$ cat config.mk
export PLATFORM = sky130hd
export DESIGN_NAME = imem_loader
export DESIGN_NICKNAME = d
export VERILOG_FILES = /design/src/rtl/imem_loader.sv
export SDC_FILE = /design/constraint.sdc
export NUM_CORES = 1
export LEC_CHECK = 0
export BUFFER_PORTS_ARGS = -buffer_cell sky130_fd_sc_hd__buf_4
export CAP_MARGIN = 15
export CORE_MARGIN = 3
export CORE_UTILIZATION = 55
export CTS_BUF_LIST = sky130_fd_sc_hd__clkbuf_16
export CTS_CLUSTER_SIZE = 28
export DETAILED_ROUTE_END_ITERATION = 8
export PLACE_DENSITY = 0.76
export SLEW_MARGIN = 0
export SYNTH_ARGS = -nofsm -noshare
export SYNTH_HDL_FRONTEND = slang
export SYNTH_SLANG_ARGS = --single-unit
$ cat constraint.sdc
create_clock -name clk -period 3.95 [get_ports clk]
set_clock_uncertainty 0.15 [all_clocks]
set_input_delay 0.1975 -clock clk [delete_from_list [all_inputs] [get_ports clk]]
set_output_delay 0.1975 -clock clk [all_outputs]
set_load 0.01 [all_outputs]
$ cat src/rtl/imem_loader.sv
// Instruction-memory loader: turns a length-prefixed byte stream into big-endian
// 32-bit word writes from address 0. Optional trailing XOR checksum: IMEM_LOADER_CHECKSUM_EN.
module imem_loader #(
  parameter int ADDR_W    = 11,
  parameter int MAX_WORDS = 2048
) (
  input  logic              clk,
  input  logic              rst,
  input  logic              start,
  input  logic [7:0]        byte_in,
  input  logic              byte_valid,
  output logic              byte_ready,
  output logic              wr_en,
  output logic [ADDR_W-1:0] wr_addr,
  output logic [31:0]       wr_data,
  output logic              busy,
  output logic              done,
  output logic              err,
  output logic [ADDR_W:0]   word_count,
  output logic              cpu_hold
);

  typedef enum logic [2:0] {
    S_IDLE,
    S_LEN_HI,
    S_LEN_LO,
    S_RECV,
    S_WRITE,
    S_DONE,
    S_CHECK
  } state_t;

  localparam logic [15:0] LEN_MAX = 16'(MAX_WORDS);

  state_t            state;
  logic [15:0]       len_q;
  logic [23:0]       shift_q;
  logic [1:0]        byte_idx;
  logic              accept;
  logic [ADDR_W:0]   count_inc;
  logic [15:0]       len_next;
`ifdef IMEM_LOADER_CHECKSUM_EN
  logic [7:0]        csum_q;
`endif

  assign accept    = byte_valid && byte_ready;
  assign count_inc = word_count + (ADDR_W + 1)'(1);
  assign len_next  = {len_q[15:8], byte_in};
  assign cpu_hold  = busy;

  // NOTE: all state lives in one clocked block and uses non-blocking
  // assignments only, so every output is a clean flop with no read/write races.
  always_ff @(posedge clk or posedge rst) begin
    if (rst) begin
      state      <= S_IDLE;
      len_q      <= '0;
      shift_q    <= '0;
      byte_idx   <= '0;
      byte_ready <= 1'b0;
      wr_en      <= 1'b0;
      wr_addr    <= '0;
      wr_data    <= '0;
      busy       <= 1'b0;
      done       <= 1'b0;
      err        <= 1'b0;
      word_count <= '0;
`ifdef IMEM_LOADER_CHECKSUM_EN
      csum_q     <= '0;
`endif
    end else begin
      // wr_en is a single-cycle strobe; only the RECV->WRITE transition raises it.
      wr_en <= 1'b0;

      case (state)
        S_IDLE, S_DONE: begin
          if (start) begin
            state      <= S_LEN_HI;
            byte_ready <= 1'b1;
            busy       <= 1'b1;
            done       <= 1'b0;
            err        <= 1'b0;
            word_count <= '0;
`ifdef IMEM_LOADER_CHECKSUM_EN
            csum_q     <= '0;
`endif
          end
        end

        S_LEN_HI: begin
          if (accept) begin
            len_q[15:8] <= byte_in;
            state       <= S_LEN_LO;
          end
        end

        S_LEN_LO: begin
          if (accept) begin
            len_q[7:0] <= byte_in;
            if (len_next == 16'd0) begin
`ifdef IMEM_LOADER_CHECKSUM_EN
              state <= S_CHECK;
`else
              state      <= S_DONE;
              byte_ready <= 1'b0;
              busy       <= 1'b0;
              done       <= 1'b1;
              err        <= 1'b0;
`endif
            end else if (len_next > LEN_MAX) begin
              // Oversized image is rejected before any write touches memory.
              state      <= S_DONE;
              byte_ready <= 1'b0;
              busy       <= 1'b0;
              done       <= 1'b1;
              err        <= 1'b1;
            end else begin
              state    <= S_RECV;
              byte_idx <= '0;
            end
          end
        end

        S_RECV: begin
          if (accept) begin
            byte_idx <= byte_idx + 2'd1;
`ifdef IMEM_LOADER_CHECKSUM_EN
            csum_q   <= csum_q ^ byte_in;
`endif
            if (byte_idx == 2'd3) begin
              state      <= S_WRITE;
              byte_ready <= 1'b0;
              wr_en      <= 1'b1;
              wr_addr    <= word_count[ADDR_W-1:0];
              wr_data    <= {shift_q, byte_in};
            end else begin
              shift_q <= {shift_q[15:0], byte_in};
            end
          end
        end

        S_WRITE: begin
          word_count <= count_inc;
          if (16'(count_inc) == len_q) begin
`ifdef IMEM_LOADER_CHECKSUM_EN
            state      <= S_CHECK;
            byte_ready <= 1'b1;
`else
            state      <= S_DONE;
            byte_ready <= 1'b0;
            busy       <= 1'b0;
            done       <= 1'b1;
            err        <= 1'b0;
`endif
          end else begin
            state      <= S_RECV;
            byte_ready <= 1'b1;
            byte_idx   <= '0;
          end
        end

`ifdef IMEM_LOADER_CHECKSUM_EN
        S_CHECK: begin
          if (accept) begin
            state      <= S_DONE;
            byte_ready <= 1'b0;
            busy       <= 1'b0;
            done       <= 1'b1;
            err        <= (byte_in != csum_q);
          end
        end
`endif

        default: begin
          state      <= S_IDLE;
          byte_ready <= 1'b0;
          busy       <= 1'b0;
        end
      endcase
    end
  end

endmodule

==> impl_metrics.json, run 1 <==
{
  "cp-start-kind": "flop",
  "syn_inst": 370,
  "grt_first_pass_wirelength_mm": 16.7,
  "fin_crit_ns": 2.47,
  "wl_met2_mm": 4.82,
  "wire_per_inst_um": 18.0,
  "ys_ff_latch": 105,
  "ys_warn_count": 0,
  "wl_met1_mm": 4.28,
  "hold_class": "primary input to flop",
  "vias": 3259,
  "setup-tns-final_ns": 0,
  "internal_power_mw": 2.66,
  "critical-path-slowest-cell": "dfrtp_1",
  "initial_utilization_pct": 58.6,
  "num_rows": 32,
  "critPathCaptureType": "flop",
  "synth_flop_cell": "dfrtp_1",
  "syn-num-nets": 384,
  "routabilityCongestion": 0.849,
  "cts_tree": "done",
  "post-route-drc-count": 0,
  "p_leak_nw": 2.74,
  "core_um2": 7970,
  "dieHeight_um": 98.1,
  "seqPwrFrac_pct": 46.2,
  "cp_cell_sequence": "and4_1 -> and3_1 -> o311ai_1 -> o41ai_2 -> o2111ai_2 -> a311o_1",
  "setup_viol": 0,
  "dieArea_um2": 9630,
  "yosysUniqueCellTypes": 56,
  "critPathArrivalTime_ns": 2.54,
  "power_frac_comb_pct": 32.6,
  "synth_edf_count": 0,
  "tightest_slew_ns": 0.922,
  "crit_fanout": 9,
  "drive_gt1_share_pct": 31.7,
  "p_sw_share_pct": 33.8,
  "fmax_mhz": 406,
  "first_pass_iters": 4,
  "cts.path.max_buffers": 2,
  "ioPinCount": 73,
  "max_stage_delay_ns": 0.48,
  "nNetsFinal": 460,
  "clkSlewWorstSetupHoldPaths_ns": 0.07,
  "p_per_area_nw_per_um2": 710,
  "grt_pass1_vias": 3311,
  "drv_cap": 0,
  "maxSlewViolCount": 0,
  "slew_headroom_pct": 38.5,
  "die_w_um": 98.1,
  "syn_area_per_cell_um2": 12.6,
  "wl_met3_um": 627,
  "finalHoldViolations": 0,
  "cts_buffers": 9,
  "worstSetupPathType": "flop to flop",
  "track_usage_pct": 21.5,
  "ir_worst_vdd_mv": 0.422,
  "clk_latency_ns": 0.34,
  "min-delay-start": "start",
  "critPathTopFamily": "compound AO/OA/AOI/OAI gates",
  "area_growth_pct": 21.1,
  "crit_buf_inv": 0,
  "placement.io_buffers": 72,
  "grt_max_degree": 77,
  "netSwitchingPower_mw": 1.36,
  "whs_ns": 0.124,
  "synth_seq_area_share_pct": 56.3,
  "antennaDiodeCount": 0,
  "cts_root_buf": "clkbuf_16",
  "antenna_found_initial": 0,
  "crit-reg2reg-launch": "word_count[2]",
  "worstSetupStartpoint": "word_count[2]",
  "top_layer_used": "met4",
  "rsz0062_at_grt": "false",
  "syn_area_um2": 4670,
  "cts-htree-levels": 3,
  "drt_wl_total_mm": 9.93,
  "status": "complete, no violations",
  "post-route-period-util_pct": 62.4,
  "cts_sinks": 105,
  "grt_overflow": 0,
  "post-dp-hpwl_mm": 6.82,
  "via_per_inst": 5.89,
  "cp_data_required_time_ns": 4.02,
  "first_iter_violations": 230,
  "async_flop_share_pct": 100,
  "drtAntennaViolNets": 0,
  "cts-resized-gates": 0,
  "p_clk_share_pct": 21.2
}
per-stage QoR:
step	area, um^2	total power [mW]	instances	worst slack, ns	utilization, %
finish	5660	4.01	553	1.48	71.0
global route	5660	4.26	553	1.28	71.0
CTS	5660	4.04	553	1.47	71.0
detailed placement	5280	3.18	528	1.51	66.2
global placement	5280	3.11	528	1.56	66.2
floorplan	4670	2.62	370	0.842	-
per-layer routing:
metal / vias to the layer above / GRT usage (%)
met1: 1626 / 30.4
met5: - / 0
met2: 113 / 34.0
met4: 0 / 7.35
li1: 1504 / -
met3: 16 / 3.50
layout make-up:
class / count / area [um^2]
inverter: 5 / 21.3
clock inverter: 7 / 63.8
sequential: 105 / 2630
timing repair buffer: 84 / 653
tap: 102 / 128
multi-input combinational: 241 / 1940
clock buffer: 9 / 225
fill: 572 / 2310
power by group through the flow:
stage | Sequential, mW | Clock, mW | Combinational, mW
2_1_floorplan | 1.83 | 0 | 0.785
3_3_place_gp | 1.84 | 0 | 1.27
3_5_place_dp | 1.87 | 0 | 1.31
4_1_cts | 1.85 | 0.863 | 1.32
5_1_grt | 1.92 | 0.915 | 1.43
6_report | 1.85 | 0.851 | 1.31
placed cells by master, fill, tap and decap left out, types with 2 or more instances in the layout:
cell	Yosys	layout
inv_1	4	4
a211o_1	2	2
o31ai_1	2	2
nand4_1	3	3
nor3b_1	2	2
dfrtp_1	105	105
o2111ai_1	2	2
nor2b_1	4	4
nor2_1	16	16
nor4_1	4	4
mux2_1	41	41
clkinv_4	0	2
xor2_1	8	8
clkbuf_16	0	9
nor3_1	6	5
dlygate4sd3_1	0	9
nand3_1	7	7
a31oi_1	5	5
nor3_2	1	2
a211oi_1	2	2
nand2b_1	3	3
a21oi_1	11	11
xnor2_1	6	6
and4_1	2	2
ha_1	2	2
mux2_2	43	43
mux2i_1	2	2
o21ai_0	18	18
and3_1	4	4
buf_4	1	75
nand2_1	19	19
inv_6	0	3
o21ai_1	3	3
worst reg2reg max path, delay by kind of cell (launching register included):
family          cells  cell delay [ns]
simple gates        2             0.77
flops               1             0.48
compound gates      4             0.96
state kept, by name, indices dropped and copies added, names as in the netlist:
register,count
done,1
len_q,16
err,1
busy,1
wr_en,1
wr_addr,11
byte_ready,1
shift_q,24
word_count,12
byte_idx,2
state,3
wr_data,32
path summary, 6_finish.rpt:
check	end	slack, ns	cells after the start
max	err	1.48	6
min	state[0]	0.12	3
max reg2reg	err	1.48	6
min reg2reg	wr_data[29]	0.34	1
max in group asynchronous	shift_q[2]	2.23	4
min in group asynchronous	wr_data[20]	0.46	3
synth_stat cells (all sizes together), types with 2 or more instances:
master / count / area [um^2]
a211o: 2 / 17.5
a211oi: 3 / 27.5
a21oi: 11 / 55.1
a31oi: 5 / 31.3
and3: 4 / 25.0
and4: 2 / 17.5
buf: 8 / 48.8
clkbuf: 11 / 41.3
dfrtp: 105 / 2630
ha: 2 / 25.0
inv: 5 / 18.8
mux2: 84 / 946
mux2i: 2 / 20.0
nand2: 20 / 77.6
nand2b: 3 / 18.8
nand3: 7 / 35.0
nand4: 3 / 18.8
nor2: 17 / 66.3
nor2b: 4 / 25.0
nor3: 7 / 40.0
nor3b: 2 / 15.0
nor4: 5 / 37.5
o2111ai: 3 / 32.5
o21ai: 21 / 105
o31ai: 2 / 15.0
o41ai: 2 / 25.0
xnor2: 6 / 52.6
xor2: 8 / 70.1
logic make-up (layout without fill, tap and decap cells):
| group | after synthesis | after routing | share of synthesized area (%) |
|---|---|---|---|
| flops | 105 | 105 | 56.3 |
| buf+inv | 24 | 105 | 2.33 |
| compound gates | 62 | 62 | 9.01 |
| fa+ha+maj | 2 | 2 | 0.536 |
| mux | 86 | 86 | 20.7 |
| xor+xnor | 14 | 14 | 2.63 |
| simple gates | 77 | 77 | 8.52 |
timing repair:
item	CTS	global route
hold endpoints to repair	90	0
hold buffers	9	0
buffers inserted	0	0
(Power assumes the default switching activity.)
==> run 2: changes to the inputs <==
Clock period 3.95 ns to 2.5 ns, I/O delays scaled along.
==> run 2 against run 1 <==
Fmax increased by 7.2%. Cell area increased by 2.1%. Cell count up 2.2%. Sequential share of layout area shrank 0.98 points. Global-route usage is 0.31 points higher. Flip-flop and latch count is the same. Largest cell class unchanged. Highest routed layer unchanged.
==> impl_metrics.json, run 2 (synthesized netlist as in run 1, its figures left out) <==
{
  "placement.io_buffers": 72,
  "cts-htree-levels": 3,
  "critPathCaptureType": "flop",
  "core_um2": 7970,
  "fill_cells": 561,
  "utilization_pct": 72.5,
  "final_common_cell": "dfrtp_1",
  "drive_gt1_share_pct": 33.7,
  "final_cell_mix": "dfrtp_1 (105), buf_4 (85), mux2_2 (43)",
  "num_rows": 32,
  "nNetsFinal": 472,
  "status": "complete, no violations",
  "wl_met2_mm": 5.02,
  "drt_wl_total_mm": 10.0,
  "cts_tree": "done",
  "clkSlewWorstSetupHoldPaths_ns": 0.07,
  "regMostFlops": "wr_data",
  "vias": 3286,
  "antenna_found_initial": 0,
  "track_usage_pct": 21.8,
  "cp_data_required_time_ns": 2.58,
  "dieArea_um2": 9630,
  "grt_overflow": 0,
  "drv_cap": 0,
  "wl_met3_um": 436,
  "ioPinCount": 73,
  "cts.path.max_buffers": 2,
  "area_growth_pct": 23.7,
  "cts_root_buf": "clkbuf_16",
  "worstSetupPathType": "flop to flop",
  "routabilityCongestion": 0.886,
  "p_leak_nw": 2.81,
  "total_power_mw": 6.43,
  "drtAntennaViolNets": 0,
  "finalHoldViolations": 0,
  "rrSetupSlack_ns": 0.20,
  "rsz0062_at_grt": "false",
  "cts_sinks": 105,
  "grt_pass1_vias": 3367,
  "clk_latency_ns": 0.34,
  "initial_utilization_pct": 58.6,
  "post-dp-hpwl_mm": 6.83,
  "grt_max_degree": 71,
  "hold_class": "primary input to flop",
  "whs_ns": 0.0496,
  "grt_first_pass_wirelength_mm": 17.1,
  "p_per_area_nw_per_um2": 1110,
  "place_area_um2": 5390,
  "maxSlewViolCount": 0,
  "post-route-period-util_pct": 92.0,
  "via_per_inst": 5.82,
  "tightest_slew_ns": 0.683,
  "setup_viol": 0,
  "slew_headroom_pct": 54.3,
  "fmax_mhz": 435,
  "cp-start-kind": "flop",
  "post-route-drc-count": 0,
  "dieHeight_um": 98.1,
  "top_layer_used": "met4",
  "fin_area_um2": 5780,
  "crit_fanout": 7,
  "die_w_um": 98.1,
  "fin_crit_ns": 2.30,
  "antennaDiodeCount": 0,
  "largest_reg_flops": 32,
  "ir_worst_vdd_mv": 0.678,
  "setup-tns-final_ns": 0,
  "first_iter_violations": 170,
  "cts_buffers": 9,
  "wire_per_inst_um": 17.8,
  "wl_met1_mm": 4.43,
  "first_pass_iters": 4,
  "critPathArrivalTime_ns": 2.38,
  "top_regs": "wr_data x32, shift_q x24, len_q x16"
}
[run 2: cell types whose count changed in the layout (fill, tap and decap cells not counted), sizes merged]
cell and delta:
clkinvlp +1, buf +12, inv -1
[run 2: timing repair]
item,4_1_cts,5_1_grt
setup endpoints to repair,0,4
resized for setup,0,1
buffers inserted,0,1
endpoints found under the hold margin,58,0
hold buffers,9,0
[run 2: per-stage QoR]
step	setup slack [ns]	std cells
final	0.201	565
after global placement	0.252	539
after floorplan	0.300	370
after CTS	0.155	564
after global routing	0.0322	565
after detailed placement	0.180	539
[run 2: worst paths after layout]
path,depth (start not counted),endpoint,from
max,6,err,word_count[3]
min,3,state[0],start
max reg2reg,6,err,word_count[3]
min reg2reg,1,wr_data[19],wr_data[19]
max in group asynchronous,4,len_q[9],rst
min in group asynchronous,3,wr_data[28],rst
[run 2: metal layers]
layer	up-vias	global-route usage, %
met5	-	0
met4	0	6.62
met3	11	3.57
met2	79	35.8
met1	1663	30.0
li1	1533	-
[run 2: final cells by class]
cell class                 instances  area (um^2)  share of cell area (%)
clock buffer                       9          225                    3.90
clock inverter                     7         63.8                    1.10
inverter                           5         22.5                   0.390
multi-input combinational        241         1940                    33.6
sequential                       105         2630                    45.5
tap                              102          128                    2.21
timing repair buffer              96          768                    13.3
[run 2: critical path, stage by stage (launching register included)]
cell,delay (ns)
dfrtp_1,0.46
and4_1,0.38
and3_1,0.29
o311ai_1,0.14
o41ai_2,0.08
o2111ai_2,0.27
a311o_1,0.41
[run 2: power by group]
group	internal (mW)	switching, mW	total (mW)
Clock	0.696	0.664	1.36
Sequential	2.36	0.527	2.89
Combinational	1.19	0.997	2.18
Total	4.24	2.19	6.43
==> run 3: changes to the inputs <==
--- a/constraint.sdc
+++ b/constraint.sdc
@@ -3,3 +3,3 @@
 set_input_delay 0.125 -clock clk [delete_from_list [all_inputs] [get_ports clk]]
 set_output_delay 0.125 -clock clk [all_outputs]
-set_load 0.01 [all_outputs]
+set_load 0.1 [all_outputs]
==> run 3 against run 2 <==
Cell count decreased by 0.53%. Fmax is 1.7% higher. Flip-flop and latch count unchanged. Worst hold slack worse by 0.0039 ns. Count of clock-buffer cells in the layout unchanged. Via count is 1.8% lower. Sequential share of layout area up 0.13 points. Global-route usage decreased by 0.98 points. Critical path depth grew 1. Core utilization grew 0.17 points. Register-to-register slack improved by 0.04 ns.
==> impl_metrics.json, run 3 (synthesized netlist as in run 1, its figures left out) <==
{
  "status": "complete, no violations",
  "first_pass_iters": 4,
  "top_regs": "wr_data x32, shift_q x24, len_q x16",
  "regMostFlops": "wr_data",
  "post-route-drc-count": 0,
  "vias": 3227,
  "placement.io_buffers": 72,
  "busiest_layer": "met2",
  "critPathCaptureType": "flop",
  "antenna_found_initial": 0,
  "critPathArrivalTime_ns": 2.34,
  "cp_data_required_time_ns": 2.58,
  "cp_cell_sequence": "ha_4 -> nand3_1 -> nor2_2 -> xnor2_1 -> nor3_1 -> o2111ai_2 -> a311o_1",
  "crit_fanout": 8,
  "nNetsFinal": 469,
  "critical-path-slowest-cell": "dfrtp_2",
  "cts_root_buf": "clkbuf_16",
  "cp-start-kind": "flop",
  "via_per_inst": 5.74,
  "grtUsageMet1_pct": 28.2,
  "cts_setup_buffers": 0,
  "grt_max_degree": 61,
  "dieHeight_um": 98.1,
  "setup_viol": 0,
  "grt_pass1_vias": 3217,
  "cts_tree": "done",
  "first_iter_violations": 131,
  "ioPinCount": 73,
  "grt_first_pass_wirelength_mm": 16.2,
  "maxSlewViolCount": 0,
  "max_stage_delay_ns": 0.45,
  "track_usage_pct": 20.8,
  "cts.path.max_buffers": 2,
  "drtAntennaViolNets": 0,
  "initial_utilization_pct": 58.6,
  "grt_use_met3_pct": 4.79,
  "area_growth_pct": 24.0,
  "final_common_cell": "dfrtp_1",
  "fmax_mhz": 442,
  "critPathTopFamily": "compound AO/OA/AOI/OAI gates",
  "cts_sinks": 105,
  "slew_headroom_pct": 49.1,
  "worstSetupPathType": "flop to flop",
  "num_rows": 32,
  "post-dp-hpwl_mm": 6.79,
  "clkSlewWorstSetupHoldPaths_ns": 0.07,
  "rsz0062_at_grt": "false",
  "drive_gt1_share_pct": 35.9,
  "tightest_slew_ns": 0.763,
  "met2_usage_pct": 34.0,
  "dieArea_um2": 9630,
  "post-route-period-util_pct": 90.5,
  "drv_cap": 0,
  "drt_wl_total_mm": 9.84,
  "hold_class": "primary input to flop",
  "fin_crit_ns": 2.26,
  "final_cell_mix": "dfrtp_1 (94), buf_4 (83), mux2_2 (43)",
  "cts-htree-levels": 3,
  "finalHoldViolations": 0,
  "routabilityCongestion": 0.883,
  "clk_latency_ns": 0.34,
  "wire_per_inst_um": 17.5,
  "crit_buf_inv": 0,
  "fill_cells": 544,
  "antennaDiodeCount": 0,
  "die_w_um": 98.1,
  "cts-resized-gates": 0,
  "largest_reg_flops": 32,
  "setup-tns-final_ns": 0,
  "core_um2": 7970,
  "cts_buffers": 9,
  "rrSetupSlack_ns": 0.24,
  "grt_overflow": 0
}
[run 3: metal layers]
| layer | wire [um] | share of wire, % |
|---|---|---|
| met3 | 495 | 5.0 |
| met2 | 4870 | 49 |
| met5 | 0 | 0 |
| met4 | 106 | 1.1 |
| met1 | 4370 | 44 |
[run 3: stage by stage]
stage	area, um^2	setup slack, ns	std cells	hold WS [ns]	util [%]
floorplan	4700	0.0179	370	0.107	-
global placement	5380	0.281	537	0.178	67.6
detailed placement	5380	0.256	537	0.178	67.6
CTS	5790	0.250	562	0.0384	72.7
global route	5790	0.0833	562	0.0652	72.7
finish	5790	0.239	562	0.0457	72.7
[run 3: worst paths after layout]
path | startpoint | to | cells past startpoint
setup / recovery | word_count[0] | err | 7
hold / removal | start | state[0] | 3
setup reg to reg | word_count[0] | err | 7
hold reg to reg | shift_q[23] | wr_data[31] | 1
max in group asynchronous | rst | byte_ready | 4
min in group asynchronous | rst | shift_q[19] | 4
[run 3: tightest hold or removal path, stage by stage]
cell     delay, ns
buf_4         0.10
a21oi_1       0.10
o22ai_1       0.15
[run 3: cell type report]
class	instances	area, um^2	area share (%)
Clock buffer	9	225	3.89
Clock inverter	7	91.3	1.58
Inverter	5	22.5	0.389
Multi-Input combinational cell	241	1950	33.7
Sequential cell	105	2640	45.6
Tap cell	102	128	2.20
Timing Repair Buffer	93	733	12.7
[run 3: repair_timing]
action,4_1_cts,5_1_grt
hold buffers,9,0
setup endpoints to repair,0,0
endpoints found under the hold margin,137,0
Power of run 3 is not shown: default switching activity piles up to over one toggle a cycle in this logic, so the estimate is an artifact.
